## config.mk

```make
export PLATFORM = sky130hd
export DESIGN_NAME = regb_fifo_packer_flat
export DESIGN_NICKNAME = d
export VERILOG_FILES = /design/src/rtl/regb_pkg.sv /design/src/rtl/regb_fifo_packer_if.sv /design/src/rtl/regb_fifo_packer.sv /design/src/flat_wrapper.sv
export SDC_FILE = /design/constraint.sdc
export NUM_CORES = 1
export LEC_CHECK = 0
export CORE_MARGIN = 10
export CORE_UTILIZATION = 47
export DETAILED_ROUTE_END_ITERATION = 7
export PLACE_DENSITY = 0.78
export SLEW_MARGIN = 10
export SYNTH_ARGS = -nofsm -noshare
export SYNTH_HDL_FRONTEND = slang
export SYNTH_SLANG_ARGS = --single-unit
```

## constraint.sdc

```tcl
create_clock -name clk -period 1.94 [get_ports clk]
set_clock_uncertainty 0.15 [all_clocks]
set_input_delay 0.388 -clock clk [delete_from_list [all_inputs] [get_ports clk]]
set_output_delay 0.388 -clock clk [all_outputs]
set_load 0.005 [all_outputs]
```

## src/rtl/regb_pkg.sv

```systemverilog
// Shared types and helpers for the FIFO packet packer.
package regb_pkg;

    typedef enum logic {
        FILL = 1'b0,
        OUT  = 1'b1
    } state_t;

    // Width needed to hold a word count in the range 0..k.
    function automatic int cnt_width(input int k);
        return $clog2(k + 1);
    endfunction

endpackage

```

## src/rtl/regb_fifo_packer_if.sv

```systemverilog
// FIFO-side and packet-side signals of the packer; slave is the packer's view.
interface regb_fifo_packer_if #(
    parameter int WIDTH = 4,
    parameter int K     = 4
);
    localparam int CW = regb_pkg::cnt_width(K);

    logic [WIDTH-1:0]   fifo_rdata;
    logic               fifo_empty;
    logic               fifo_shift_out;
    logic               flush;
    logic [K*WIDTH-1:0] out_data;
    logic [CW-1:0]      out_cnt;
    logic               out_valid;
    logic               out_ready;
    logic               busy;

    modport slave (
        input  fifo_rdata, fifo_empty, flush, out_ready,
        output fifo_shift_out, out_data, out_cnt, out_valid, busy
    );

    modport master (
        output fifo_rdata, fifo_empty, flush, out_ready,
        input  fifo_shift_out, out_data, out_cnt, out_valid, busy
    );
endinterface

```

## src/rtl/regb_fifo_packer.sv

```systemverilog
// Pops words from a register FIFO and packs K of them into one packet;
// flush emits a zero-padded partial packet with its word count.
module regb_fifo_packer
    import regb_pkg::*;
#(
    parameter int WIDTH = 4,
    parameter int K     = 4
) (
    input  logic              clk,
    input  logic              res,
    regb_fifo_packer_if.slave bus
);
    localparam int CW = cnt_width(K);
    localparam int IW = $clog2(K);

    state_t          r_state;
    logic [IW-1:0]   r_idx;
    logic [CW-1:0]   r_out_cnt;
    logic            r_out_valid;
    logic            w_pop;
    logic            w_accept;
    logic [K-1:0]    w_lane_we;

    // The pop strobe depends only on registered state and the empty flag.
    assign w_pop    = (r_state == FILL) && !bus.fifo_empty;
    assign w_accept = (r_state == OUT) && bus.out_ready;

    assign bus.fifo_shift_out = w_pop;
    assign bus.out_cnt        = r_out_cnt;
    assign bus.out_valid      = r_out_valid;
    assign bus.busy           = (r_state == OUT) || (r_idx != '0);

    for (genvar g = 0; g < K; g++) begin : g_lane
        logic [WIDTH-1:0] r_lane;

        assign w_lane_we[g] = w_pop && (r_idx == IW'(g));

        // Lane storage; cleared on acceptance so partial packets pad with zero.
        always_ff @(posedge clk or posedge res) begin
            if (res) begin
                r_lane <= '0;
            end else if (w_accept) begin
                r_lane <= '0;
            end else if (w_lane_we[g]) begin
                r_lane <= bus.fifo_rdata;
            end
        end

        assign bus.out_data[g*WIDTH +: WIDTH] = r_lane;
    end

    // Fill/hand-off state machine with registered count and valid.
    always_ff @(posedge clk or posedge res) begin
        if (res) begin
            r_state     <= FILL;
            r_idx       <= '0;
            r_out_cnt   <= '0;
            r_out_valid <= 1'b0;
        end else begin
            case (r_state)
                FILL: begin
                    if (w_pop) begin
                        if ((r_idx == IW'(K - 1)) || bus.flush) begin
                            r_state     <= OUT;
                            r_out_cnt   <= CW'(r_idx) + CW'(1);
                            r_out_valid <= 1'b1;
                        end else begin
                            r_idx <= r_idx + IW'(1);
                        end
                    end else if (bus.flush && (r_idx != '0)) begin
                        r_state     <= OUT;
                        r_out_cnt   <= CW'(r_idx);
                        r_out_valid <= 1'b1;
                    end
                end
                OUT: begin
                    if (bus.out_ready) begin
                        r_state     <= FILL;
                        r_idx       <= '0;
                        r_out_cnt   <= '0;
                        r_out_valid <= 1'b0;
                    end
                end
                default: begin
                    r_state     <= FILL;
                    r_idx       <= '0;
                    r_out_cnt   <= '0;
                    r_out_valid <= 1'b0;
                end
            endcase
        end
    end

endmodule

```

## src/flat_wrapper.sv

```systemverilog
// flat-port wrapper written by rule: the top's interface ports become plain ports
module regb_fifo_packer_flat import regb_pkg::*;
#(
    parameter int WIDTH = 4,
    parameter int K     = 4
)
  (clk, res, bus_fifo_rdata, bus_fifo_empty, bus_flush, bus_out_ready, bus_fifo_shift_out, bus_out_data, bus_out_cnt, bus_out_valid, bus_busy);
  regb_fifo_packer_if #(.WIDTH(WIDTH), .K(K)) bus_i ();
  input  logic clk;
  input  logic res;
  input wire logic [$bits(bus_i.fifo_rdata)-1:0] bus_fifo_rdata;
  input wire logic [$bits(bus_i.fifo_empty)-1:0] bus_fifo_empty;
  input wire logic [$bits(bus_i.flush)-1:0] bus_flush;
  input wire logic [$bits(bus_i.out_ready)-1:0] bus_out_ready;
  output wire logic [$bits(bus_i.fifo_shift_out)-1:0] bus_fifo_shift_out;
  output wire logic [$bits(bus_i.out_data)-1:0] bus_out_data;
  output wire logic [$bits(bus_i.out_cnt)-1:0] bus_out_cnt;
  output wire logic [$bits(bus_i.out_valid)-1:0] bus_out_valid;
  output wire logic [$bits(bus_i.busy)-1:0] bus_busy;
  assign bus_i.fifo_rdata = bus_fifo_rdata;
  assign bus_i.fifo_empty = bus_fifo_empty;
  assign bus_i.flush = bus_flush;
  assign bus_i.out_ready = bus_out_ready;
  assign bus_fifo_shift_out = bus_i.fifo_shift_out;
  assign bus_out_data = bus_i.out_data;
  assign bus_out_cnt = bus_i.out_cnt;
  assign bus_out_valid = bus_i.out_valid;
  assign bus_busy = bus_i.busy;
  regb_fifo_packer #(.WIDTH(WIDTH), .K(K)) u_core (.clk(clk), .res(res), .bus(bus_i));
endmodule
```

==> insert_results.sql <==
INSERT INTO impl_metrics (metric_group, metric, value, unit) VALUES
('drt', 'detailroute.via_count', '974', ''),
('synthesis', 'postSynthRegisterBits', '23', ''),
('finish', 'num-fill-cells', '193', ''),
('pwr', 'clock_power_share', '10.7', '%'),
('floorplanning', 'core.rowCount', '17', ''),
('worst_setup_path', 'timing.critical_path.fanout_max', '4', ''),
('grt', 'grt_resource_usage_total', '11.9', '%'),
('timing', 'timing.max_slew.rel_slack', '80.3', '%'),
('timing', 'timing.final.hold_violations', '0', ''),
('clock_tree', 'cts_root_cell', 'sky130_fd_sc_hd__clkbuf_4', ''),
('floorplanning', 'floorplan.initialDensity', '50.3', '%'),
('floorplanning', 'design.core.area', '2250', 'µm²'),
('synthesis', 'synthTopCellsByArea', 'sky130_fd_sc_hd__dfrtp_1 (51%), sky130_fd_sc_hd__a22o_1 (7.7%), sky130_fd_sc_hd__mux2i_1 (5.3%)', ''),
('drt', 'dr.pass1.iters', '4', ''),
('pwr', 'combPwrFrac', '53.0', '%'),
('clock_tree', 'cts.clk_slew.worst_paths', '0.13', 'ns'),
('synthesis', 'synth.distinct_cells', '28', ''),
('placed_design', 'numPlacedInstances', '170', ''),
('synthesis', 'synth.yosys.seq_area_share', '50.8', '%'),
('finish', 'finalCoreUtilization', '69.9', '%'),
('worst_setup_path', 'worst_r2r_start', 'u_core.r_idx[0]', ''),
('timing', 'timing_max_transition_violations_final', '0', ''),
('placed_design', 'port_buffers', '30', ''),
('finish', 'n_antenna_cell', '0', ''),
('worst_setup_path', 'r2r_setup_slack', '0.12', 'ns'),
('run_status', 'outcome', 'finished clean', ''),
('clock_tree', 'worst_skew_pair.late_latency', '0.32', 'ns'),
('synthesis', 'post-synth-top-area-cell', 'sky130_fd_sc_hd__dfrtp_1', ''),
('clock_tree', 'cts_htree_levels', '1', ''),
('grt', 'grt_pass1_wl', '4.80', 'mm'),
('pwr', 'total_power', '2.10', 'mW'),
('synthesis', 'syn_avg_cell_area', '10.8', 'µm²'),
('timing', 'grt_setup_unrepaired', 'false', ''),
('synthesis', 'synthesis.instances', '105', ''),
('drt', 'route.detailed.drc', '0', ''),
('synthesis', 'area_fraction_of_the_dominant_cell_type_after_synthesis', '50.8', '%'),
('drt', 'vias_per_cell', '5.53', ''),
('grt', 'antenna_found_initial', '0', ''),
('synthesis', 'synth_area', '1130', 'µm²'),
('timing', 'finalSetupViolCount', '0', ''),
('pwr', 'power.switching_fraction', '36.0', '%'),
('placed_design', 'detailed_placement_wirelength_estimate', '2.19', 'mm'),
('timing', 'timing.final.crit_period', '1.87', 'ns'),
('finish', 'final_net_count', '162', ''),
('worst_setup_path', 'r2r_end', 'u_core.bus.out_cnt[1]', ''),
('timing', 'hold_ws', '0.250', 'ns'),
('timing', 'setup_tns', '0', 'ns'),
('worst_setup_path', 'timing.critical_path.from_type', 'register', ''),
('drt', 'routed_wire_length_per_instance', '16.1', 'µm'),
('finish', 'final-seq-area', '576', 'µm²'),
('timing', 'worst_slack', '0.0690', 'ns'),
('timing', 'layout_worst_path_cycle_share', '96.4', '%'),
('clock_tree', 'cts_tree', 'built', ''),
('synthesis', 'ys.warnings.count', '0', ''),
('grt', 'number_of_global_route_vias_before_repair', '1027', ''),
('worst_setup_path', 'reg2reg_depth', '6', ''),
('floorplanning', 'fp.dieW', '69.1', 'µm'),
('worst_setup_path', 'cp-end-kind', 'output pin', ''),
('placed_design', 'pre_cts_ws', '-0.0506', 'ns'),
('drt', 'initialDrtViolationCount', '52', ''),
('drt', 'antenna_left', '0', ''),
('finish', 'final-instance-count-excl-fill', '176', ''),
('floorplanning', 'die-height', '69.1', 'µm'),
('floorplanning', 'area_of_the_die', '4780', 'µm²'),
('finish', 'footprint_of_the_multi_input_gates', '528', 'µm²'),
('timing', 'fmax', '534', 'MHz'),
('worst_setup_path', 'worst-endpoint-arrival', '1.33', 'ns'),
('flow_run', 'maxCapViolations', '0', ''),
('drt', 'wl', '2.84', 'mm'),
('hold_path', 'holdCritPathClass', 'primary input to async pin', ''),
('pwr', 'total_switching_power', '0.756', 'mW');
-- metal layers --
layer  track usage (%)  vias up  wire [µm]
li1                  -      461          -
met1              13.3      483       1150
met2              19.7       25       1390
met3              4.28        5        243
met4              5.76        0         52
met5                 0        -          0
-- logic make-up (layout without fill, tap and decap cells) --
family          Yosys count  after routing  share of synthesized area, %
compound gates           32             32                          19.9
xor+xnor                  2              2                          1.55
fa+ha+maj                 4              4                          4.42
buf+inv                   8             51                          3.75
flops                    23             23                          50.8
mux                       6              6                          5.30
simple gates             30             30                          14.3
-- state kept, by name, indices dropped and copies added, names as in the netlist --
signal and flops:
u_core.bus.out_valid 1, u_core.r_state 1, u_core.bus.out_cnt 3, u_core.r_idx 2
u_core.g_lane.r_lane 16
-- timing repair --
item | CTS | global route
pin swaps | 0 | 1
setup endpoints to repair | 2 | 1
buffers inserted | 2 | 0
resized for setup | 3 | 1
endpoints found under the hold margin | 0 | 0
-- synthesized netlist by cell type, drive strengths merged --
library cell,count
dfrtp,23
o21ai,14
nand2,11
a22o,10
nor2b,8
mux2i,6
ha,4
inv,4
nand2b,4
and2,3
buf,3
a32o,2
nor2,2
a211oi,1
a221o,1
a311o,1
a31oi,1
clkbuf,1
nand3b,1
nor3,1
o21bai,1
o22ai,1
xnor2,1
xor2,1
-- cell usage in the layout, fill, tap and decap left out, drive strengths merged, types with 2 or more instances in the layout --
cell,instances
dlygate4sd2,2
a32o,2
o21ai,14
a22o,10
nor2,2
and2,3
mux2i,6
clkbuf,3
nand2b,4
ha,4
buf,13
nand2,11
inv,4
dfrtp,23
nor2b,8
clkdlybuf4s50,28
-- worst max-delay path by stage --
stage,endpoint,cells past startpoint,start,slack [ns]
after floorplan,u_core.bus.out_cnt[1],5,u_core.r_idx[0],0.23
after global placement,bus_fifo_shift_out,3,bus_fifo_empty,-0.04
after detailed placement,bus_fifo_shift_out,3,bus_fifo_empty,-0.05
after CTS,bus_busy,4,u_core.r_idx[0],0.06
after global routing,u_core.bus.out_cnt[1],6,u_core.r_idx[0],0.008
final,bus_busy,4,u_core.r_idx[1],0.07
-- worst max-delay path, stage by stage (launching register included) --
cell	delay [ns]
sky130_fd_sc_hd__dfrtp_1	0.42
sky130_fd_sc_hd__inv_1	0.12
sky130_fd_sc_hd__ha_4	0.16
sky130_fd_sc_hd__nand2_1	0.05
sky130_fd_sc_hd__dlygate4sd2_1	0.27
-- final cells by class --
cell class	instances	share of cell area [%]
clock buffers	3	1.43
clock inverters	1	0.317
inverters	4	0.952
multi-input cells	74	33.5
flip-flops and latches	23	36.5
well taps	28	2.22
repair buffers	43	25.1
-- power by group through the flow --
stage | Clock, mW | Combinational (mW) | Sequential [mW]
finish | 0.224 | 1.11 | 0.763
global route | 0.247 | 1.23 | 0.789
CTS | 0.229 | 1.10 | 0.761
detailed placement | 0 | 1.06 | 0.787
global placement | 0 | 1.03 | 0.778
floorplan | 0 | 0.509 | 0.786
(Power assumes the default switching activity.)
==> RTL edit 1: new RTL, same flow settings <==
`WIDTH` is set to 4 in 3 places; all go to 5.
--- a/src/rtl/regb_fifo_packer_if.sv
+++ b/src/rtl/regb_fifo_packer_if.sv
@@ -1,5 +1,5 @@
 // FIFO-side and packet-side signals of the packer; slave is the packer's view.
 interface regb_fifo_packer_if #(
-    parameter int WIDTH = 4,
+    parameter int WIDTH = 5,
     parameter int K     = 4
 );
--- a/src/rtl/regb_fifo_packer.sv
+++ b/src/rtl/regb_fifo_packer.sv
@@ -4,5 +4,5 @@
     import regb_pkg::*;
 #(
-    parameter int WIDTH = 4,
+    parameter int WIDTH = 5,
     parameter int K     = 4
 ) (
--- a/src/flat_wrapper.sv
+++ b/src/flat_wrapper.sv
@@ -2,5 +2,5 @@
 module regb_fifo_packer_flat import regb_pkg::*;
 #(
-    parameter int WIDTH = 4,
+    parameter int WIDTH = 5,
     parameter int K     = 4
 )
Ports: changed (resized bus_fifo_rdata and bus_out_data); port bits go from 31 to 36. No check against the original RTL was run, so the function may have changed too.
==> RTL edit 1 against the unedited design <==
Sequential cell count grew 4. Routed wire length grew 8.9%. Global-route usage grew 0.25 points. Sequential share of layout area is essentially flat. Cell area grew 18%. Area after synthesis grew 15%. Total power grew 3.0%. Die area grew 10%. Setup slack gained 0.030 ns. Non-clock buffer count grew 10. Count of clock-buffer cells in the layout grew 1. Sequential power grew 5.5%. Critical endpoint unchanged.
==> RTL edit 1: results (changes against the unedited design) <==
[clock_tree]
numCtsBuffers = 3  ; unchanged
path_clk_slew_ns = 0.14
cts-root-buf = clkbuf_4
cts_max_level = 1  ; unchanged
clock_latency_ns = 0.31
cts_buffer_depth = 2  ; unchanged

[synth]
synthTopCellsByCount = dfrtp_1, nor2_1, mux2i_1, nand2_1
asyncSetResetFlopFracSynth = 1.00  ; unchanged
syn-num-nets = 124  ; +5.1%
ys_seq_area_frac = 0.519  ; +0.0115
synth.area.top_cells = dfrtp_1, mux2i_1, nor2_1
synth.distinct_cells = 28  ; unchanged

[global_routing]
grt_usage = 0.122  ; +0.00248
grt_first_pass_wirelength_um = 5240  ; +9.4%
grt_max_degree = 28  ; +17%
first_global_vias = 1069  ; +4.1%
antenna_found_initial = 0  ; unchanged

[drt]
drt_iter0_markers = 28  ; -46%
drtPass1Iterations = 4  ; unchanged
routedWlPerCell_um = 16.0  ; -1.2%
avgViaCountPerCell = 5.22  ; -5.6%

[layout]
n_antenna_cell = 0  ; unchanged
drive_gt1_frac = 0.202  ; +0.0673
nFillCells = 218  ; +13%
largest_reg_flops = 20  ; +4
top_register = u_core.g_lane.r_lane
fin_nets = 178  ; +9.9%

[placed_design]
place_area_mm2 = 0.00180  ; +18%
io_buffers = 35  ; +17%
routabilityCongestion = 0.829  ; +4.7%
dp_hpwl_um = 2390  ; +9.0%

[setup_path]
crit-reg2reg-launch = u_core.r_idx[0]
reg2reg_depth = 5  ; -1
r2r-end = u_core.bus.out_cnt[1]
ff2ff_setup_slack_ns = 0.23  ; +0.11 ns
cp_max_fo = 3  ; -1
cp.arrival_ns = 1.30  ; -0.03 ns

[timing]
holdWs_ns = 0.272  ; +0.0227 ns
relSlewSlack = 0.770  ; -0.0323
fin_setup_tns_ns = 0  ; unchanged

[run_status]
outcome = finished clean

[power]
leakage_nw = 0.831  ; +16%
irDropWorstVdd_mv = 0.808  ; -14%

[worst_hold_path]
hp-class = in -> async

[RTL edit 1: changes by cell type after synthesis, sizes merged, moves of 3 or more]
| cell | change |
|---|---|
| o21ai | -13 |
| nor2 | +20 |
| nand2 | -4 |
| nor3b | +4 |
| mux2i | +14 |
| nor2b | -7 |
| dfrtp | +4 |
| nand2b | -3 |
| a22o | -10 |
[RTL edit 1: how the worst max path moves through the flow]
stage	start	endpoint	slack (ns)	depth (start not counted)
finish	u_core.r_idx[1]	bus_busy	0.1	4
global route	u_core.r_idx[1]	bus_busy	0.003	4
CTS	u_core.r_idx[1]	bus_busy	0.07	4
detailed placement	bus_fifo_empty	u_core.bus.out_cnt[1]	-0.08	5
global placement	bus_fifo_empty	u_core.g_lane[0].r_lane[4]	-0.06	7
floorplan	u_core.r_idx[0]	u_core.bus.out_cnt[1]	0.26	5
[RTL edit 1: power breakdown]
part	switching [mW]	internal [mW]
registers	0.0923	0.712
clock network	0.153	0.0803
logic	0.480	0.645
[RTL edit 1: final cells by class]
class / instances / area share
Sequential cell: 27 / 0.365
Timing Repair Buffer: 53 / 0.274
Clock buffer: 4 / 0.0142
Multi-Input combinational cell: 75 / 0.317
Inverter: 4 / 0.00810
Tap cell: 31 / 0.0209
[RTL edit 1: cells by family after synthesis]
logic type	Yosys count	synth area share
simple gates	40	0.173
flops	27	0.519
mux	20	0.154
compound gates	10	0.0702
buf+inv	8	0.0385
fa+ha+maj	4	0.0385
xor+xnor	1	0.00673
[RTL edit 1: through the flow]
step,worst slack (ns),util,cells
after CTS,0.0687,0.680,194
after global routing,0.00330,0.684,194
after global placement,-0.0566,0.664,188
after detailed placement,-0.0788,0.664,188
final,0.0987,0.684,194
after floorplan,0.261,-,110
[RTL edit 1: timing repair]
item | CTS | global route
pin swaps | 1 | 0
hold buffers | 0 | 0
buffers inserted | 2 | 0
setup endpoints to repair | 2 | 1
resized for setup | 6 | 1
[RTL edit 1: layer usage]
metal  share of wire  wire [um]  up-vias  track usage
met5               0          0        -            0
met4           0.014         43        0       0.0338
met3           0.075        233        7       0.0449
met2            0.47       1460       32        0.197
met1            0.44       1360      495        0.149
li1                -          -      479            -
[RTL edit 1: critical path: stages (launching register included)]
cell and delay, ns:
dfrtp_1 0.42, inv_2 0.10, ha_4 0.15, nand2_1 0.06
dlygate4sd2_1 0.27
